**config.mk**
```make
export PLATFORM = sky130hd
export DESIGN_NAME = seq_alu_responder
export DESIGN_NICKNAME = d
export VERILOG_FILES = /design/src/rtl/seq_alu_pkg.sv /design/src/rtl/seq_alu_step.sv /design/src/rtl/seq_alu_responder.sv
export SDC_FILE = /design/constraint.sdc
export NUM_CORES = 1
export LEC_CHECK = 0
export CAP_MARGIN = 30
export CORE_ASPECT_RATIO = 1.5
export CORE_MARGIN = 2
export CORE_UTILIZATION = 65
export CTS_BUF_LIST = sky130_fd_sc_hd__clkbuf_4 sky130_fd_sc_hd__clkbuf_8
export DETAILED_ROUTE_END_ITERATION = 10
export PLACE_DENSITY = 0.91
export SYNTH_ARGS = -nofsm -noshare
export SYNTH_HDL_FRONTEND = slang
export SYNTH_SLANG_ARGS = --single-unit
```
**constraint.sdc**
```tcl
create_clock -name Clock -period 9 [get_ports Clock]
set_input_delay 2.25 -clock Clock [delete_from_list [all_inputs] [get_ports Clock]]
set_output_delay 2.25 -clock Clock [all_outputs]
set_load 0.02 [all_outputs]
```
**src/rtl/seq_alu_pkg.sv**
```systemverilog
// Shared types and constants for the sequential ALU responder.
package seq_alu_pkg;

  localparam int unsigned DEFAULT_WIDTH = 16;

  typedef enum logic [1:0] {
    OP_ADD = 2'b00,
    OP_SUB = 2'b01,
    OP_MUL = 2'b10,
    OP_DIV = 2'b11
  } alu_op_t;

  typedef enum logic [1:0] {
    ST_IDLE = 2'b00,
    ST_RUN  = 2'b01,
    ST_DONE = 2'b10
  } state_t;

endpackage

```
**src/rtl/seq_alu_step.sv**
```systemverilog
// One iteration of shift-add multiply or restoring divide (combinational).
// MUL: acc = {partial product high, multiplier/low product}; operand = multiplicand.
// DIV: acc = {remainder, dividend/quotient}; operand = divisor.
// For DIV the quotient bit is returned separately; the LSB of acc_next is 0.
module seq_alu_step
  import seq_alu_pkg::*;
#(
  parameter int unsigned WIDTH = DEFAULT_WIDTH
) (
  input  logic [1:0]         op,
  input  logic [2*WIDTH-1:0] acc,
  input  logic [WIDTH-1:0]   operand,
  output logic [2*WIDTH-1:0] acc_next,
  output logic               qbit
);

  logic [WIDTH:0] sum;
  logic [WIDTH:0] r_sh;
  logic [WIDTH:0] rem_wide;

  // Select multiply or divide iteration
  always_comb begin
    acc_next = acc;
    qbit     = 1'b0;
    sum      = '0;
    r_sh     = '0;
    rem_wide = '0;
    if (op == OP_DIV) begin
      r_sh     = {acc[2*WIDTH-1:WIDTH], acc[WIDTH-1]};
      qbit     = (r_sh >= {1'b0, operand});
      rem_wide = qbit ? (r_sh - {1'b0, operand}) : r_sh;
      acc_next = {WIDTH'(rem_wide), acc[WIDTH-2:0], 1'b0};
    end else begin
      sum      = {1'b0, acc[2*WIDTH-1:WIDTH]} + (acc[0] ? {1'b0, operand} : '0);
      acc_next = {sum, acc[WIDTH-1:1]};
    end
  end

endmodule

```
**src/rtl/seq_alu_responder.sv**
```systemverilog
// Multi-cycle ALU responder on a Start/Done handshake.
// ADD/SUB complete in one cycle; MUL/DIV iterate WIDTH times (data-independent).
// Optional macro SEQ_ALU_HI_EN adds Result_Hi (upper product / remainder).
import seq_alu_pkg::*;

module seq_alu_responder #(
  parameter int unsigned WIDTH = DEFAULT_WIDTH
) (
  input  logic             Clock,
  input  logic             Reset,
  input  logic             Start,
  input  logic [1:0]       ALUOP,
  input  logic [WIDTH-1:0] A,
  input  logic [WIDTH-1:0] B,
  output logic [WIDTH-1:0] Result,
  output logic             Done,
  output logic             Busy
`ifdef SEQ_ALU_HI_EN
  ,
  output logic [WIDTH-1:0] Result_Hi
`endif
);

  localparam int unsigned CNT_W = $clog2(WIDTH + 1);
  localparam int unsigned ACC_W = 2 * WIDTH;

  state_t           state;
  state_t           state_d;
  logic [CNT_W-1:0] cnt;
  alu_op_t          op_q;
  logic [WIDTH-1:0] opnd;
  logic [ACC_W-1:0] acc;
  logic [ACC_W-1:0] step_acc;
  logic [ACC_W-1:0] acc_d;
  logic             step_qbit;
  logic             start_fast;
  logic             start_iter;
  logic             last_iter;
  logic [WIDTH-1:0] fast_res;

  seq_alu_step #(.WIDTH(WIDTH)) u_step (
    .op       (op_q),
    .acc      (acc),
    .operand  (opnd),
    .acc_next (step_acc),
    .qbit     (step_qbit)
  );

  assign acc_d = {step_acc[ACC_W-1:1], step_acc[0] | step_qbit};

  // State register
  always_ff @(posedge Clock) begin
    if (Reset) state <= ST_IDLE;
    else       state <= state_d;
  end

  // Next-state logic
  always_comb begin
    state_d = state;
    case (state)
      ST_IDLE: begin
        if (Start) begin
          if (ALUOP == OP_ADD || ALUOP == OP_SUB) state_d = ST_DONE;
          else                                    state_d = ST_RUN;
        end
      end
      ST_RUN:  if (cnt == CNT_W'(WIDTH - 1)) state_d = ST_DONE;
      ST_DONE: state_d = ST_IDLE;
      default: state_d = ST_IDLE;
    endcase
  end

  // Datapath control decode
  always_comb begin
    start_fast = 1'b0;
    start_iter = 1'b0;
    last_iter  = 1'b0;
    fast_res   = (ALUOP == OP_SUB) ? (A - B) : (A + B);
    if (state == ST_IDLE && Start) begin
      if (ALUOP == OP_ADD || ALUOP == OP_SUB) start_fast = 1'b1;
      else                                    start_iter = 1'b1;
    end
    if (state == ST_RUN && cnt == CNT_W'(WIDTH - 1)) last_iter = 1'b1;
  end

  // Operand latch, iteration registers and registered outputs
  always_ff @(posedge Clock) begin
    if (Reset) begin
      cnt       <= '0;
      op_q      <= OP_ADD;
      opnd      <= '0;
      acc       <= '0;
      Result    <= '0;
      Done      <= 1'b0;
      Busy      <= 1'b0;
`ifdef SEQ_ALU_HI_EN
      Result_Hi <= '0;
`endif
    end else begin
      Done <= (state_d == ST_DONE);
      Busy <= (state_d != ST_IDLE);
      if (start_fast) begin
        Result    <= fast_res;
`ifdef SEQ_ALU_HI_EN
        Result_Hi <= '0;
`endif
      end
      if (start_iter) begin
        op_q <= alu_op_t'(ALUOP);
        cnt  <= '0;
        if (ALUOP == OP_MUL) begin
          opnd <= A;
          acc  <= {{WIDTH{1'b0}}, B};
        end else begin
          opnd <= B;
          acc  <= {{WIDTH{1'b0}}, A};
        end
      end
      if (state == ST_RUN) begin
        acc <= acc_d;
        cnt <= cnt + CNT_W'(1);
        if (last_iter) begin
          Result    <= acc_d[WIDTH-1:0];
`ifdef SEQ_ALU_HI_EN
          Result_Hi <= acc_d[ACC_W-1:WIDTH];
`endif
        end
      end
    end
  end

endmodule

```
==> metrics.txt <==
fmax=169 MHz; area occupied by multi-input gates=0.00428 mm^2; status=finished clean; core area=0.00915 mm^2; top cells by area, synth=dfxtp_1 25%, ha_1 10%, nor2_1 5.7%; Post-CTS Setup Repair Bufs=0; Slew @ Worst Pin=0.912 ns; RSZ-0062 raised after global routing=no; area delta synth->final=13.2%; Reg clk slew, reported paths=0.08 ns; Crit Path Category=in2reg; Commonest cells post-synth=92 x nor2_1, 75 x dfxtp_1, 59 x a21oi_1; Most used DFF post-synth=dfxtp_1; Mapped Avg Cell Area=8.00 um^2; post-DP HPWL=13.6 mm; routed via count=5904; Async SR Flop Fraction=0%; post-cts repair resize count=0; initial cell density of the core=66.0%; max-capacitance violation count=0; htree depth=3; Synth Cell Area=0.00604 mm^2; PD cells=135 mW/mm^2; most common cell in the netlist=nor2_1; Final ANT Viol Nets=0; Final #Nets=883; CTS Hold Bufs=0; WHS=0.491 ns; drt pass-1 iters=5; Ant. Diodes=0; clk buf depth=2; Critical-path top delay cell=clkdlybuf4s50_1; register area=0.00150 mm^2; Worst Setup Start Kind=input pin; final RePlAce weighted congestion=1.02; die area=0.0101 mm^2; Post-Syn Nets=845; root buf cell=clkbuf_8; layout cells sized above 1=7.39%; post-synthesis sequential area ratio=24.9%; synth unique cells=63; Power Total=0.925 mW; fillcell total=707; die span in y=122 um; HP Class=reg2reg; Post-Synthesis Cells=755; Synth Warn #=0; setup TNS=0 ns; port buffer count=54; max-slew violation count=0; clock sinks=75; slowest stage delay, CP=0.84 ns; vias per cell=6.49; period utilization=65.7%; Clk Latency, worst-skew pair=0.36 ns; total track usage=36.2%; initial drt markers=462; gr ovfl total=0; first-pass GRT wire length=27.8 mm; largest net degree at the start of global routing=64; Leak=2.85 nW; # setup viols final=0; CTS tree=done; Critical Path RT=9.23 ns; worst path cell trace=clkdlybuf4s50_1 -> nor2b_1 -> mux2i_1 -> ha_1 -> nor2b_1 -> o21ai_0 -> a21oi_1 -> o21ai_1 -> nand2_1 -> a211oi_1 -> a21oi_1 -> xnor2_1 -> o22ai_1; area leader, netlist=dfxtp_1; DIE WIDTH=82.7 um; TritonCTS Buffers=9; IO Pins=55; Slew Limit Headroom=39.0%; DRC=0; number of global-route vias before repair=5792; CP max FO=16; WP data arrival=6.14 ns; area share of the largest cell type after synthesis=24.9%; CP Capture Type=register; Seq cells post-synth=75; Rows=43; VDD IR max=0.000102 V; Final Cell Area=0.00684 mm^2; final hold vios=0; Post-synth EDFFs=0; initial antenna violation count=0; placed cell area=0.00665 mm^2; routed len/inst=19.1 um; Post-Route WL=17.4 mm; Final Critical Period=5.91 ns; Clock Skews=0.00861 ns
-- area by class of cell --
class / instances / share of cell area, %
multi-input cells: 613 / 62.6
flip-flops and latches: 75 / 22.0
repair buffers: 64 / 9.22
well taps: 112 / 2.05
clock buffers: 10 / 1.92
inverters: 30 / 1.65
clock inverters: 6 / 0.622
-- flip-flops by register name (all words and copies together), names as in the netlist --
register,count
Busy,1
Done,1
Result,16
acc,32
cnt,5
op_q,2
opnd,16
state,2
-- cell usage in the layout, fill, tap and decap left out, types with 19 or more instances in the layout --
cell type	synthesis	final
a211oi_1	39	39
a21oi_1	59	59
clkdlybuf4s50_1	0	53
dfxtp_1	75	75
ha_1	50	50
inv_1	30	30
mux2i_1	30	30
nand2_1	51	51
nor2_1	92	92
o22ai_1	19	19
xnor2_1	38	38
-- where the power goes --
group | leakage (nW) | internal [mW] | switching [mW] | total, mW
combinational | 2.15 | 0.133 | 0.186 | 0.319
clock | 0.0857 | 0.103 | 0.133 | 0.236
sequential | 0.612 | 0.351 | 0.0178 | 0.369
total | 2.85 | 0.588 | 0.337 | 0.925
-- critical path: cells and delay by family --
kind | cells | cell delay, ns
AOI/OAI and AO/OA | 6 | 1.21
and+or+nand+nor | 3 | 1.00
buffers and inverters | 1 | 0.84
muxes | 1 | 0.38
adders and majority gates | 1 | 0.29
xor gates and xnor gates | 1 | 0.18
-- cell families after synthesis --
| family | count (synthesis) | synth area share [%] |
|---|---|---|
| xor+xnor | 49 | 7.10 |
| simple gates | 234 | 18.3 |
| buf+inv | 67 | 4.47 |
| flops | 75 | 24.9 |
| fa+ha+maj | 53 | 11.4 |
| compound gates | 239 | 27.4 |
| mux | 38 | 6.46 |
-- path summary, 6_finish.rpt --
path / depth (start not counted) / end / from / slack (ns)
hold / removal: 2 / op_q[0]$_SDFFE_PP0P_ / op_q[0]$_SDFFE_PP0P_ / 0.49
hold reg to reg: 2 / op_q[0]$_SDFFE_PP0P_ / op_q[0]$_SDFFE_PP0P_ / 0.49
setup / recovery: 13 / Result[15]$_SDFF_PP0_ / ALUOP[0] / 3.09
setup reg to reg: 12 / acc[29]$_SDFFE_PP0P_ / acc[0]$_SDFFE_PP0P_ / 5.90
-- per-stage QoR --
step | worst slack (ns) | utilization, % | instances
2_1_floorplan | 4.18 | - | 755
3_3_place_gp | 2.89 | 72.3 | 890
3_5_place_dp | 2.72 | 72.7 | 892
4_1_cts | 3.09 | 74.6 | 908
5_1_grt | 2.75 | 74.7 | 910
6_report | 3.09 | 74.7 | 910
-- routing by layer --
layer	share of wire, %	vias up	global-route usage [%]
met1	37	2729	39.1
li1	-	2824	-
met3	5.6	79	5.11
met2	50	272	62.7
met4	7.2	0	25.5
met5	0	-	0
Power figures use the tool's default switching activity.
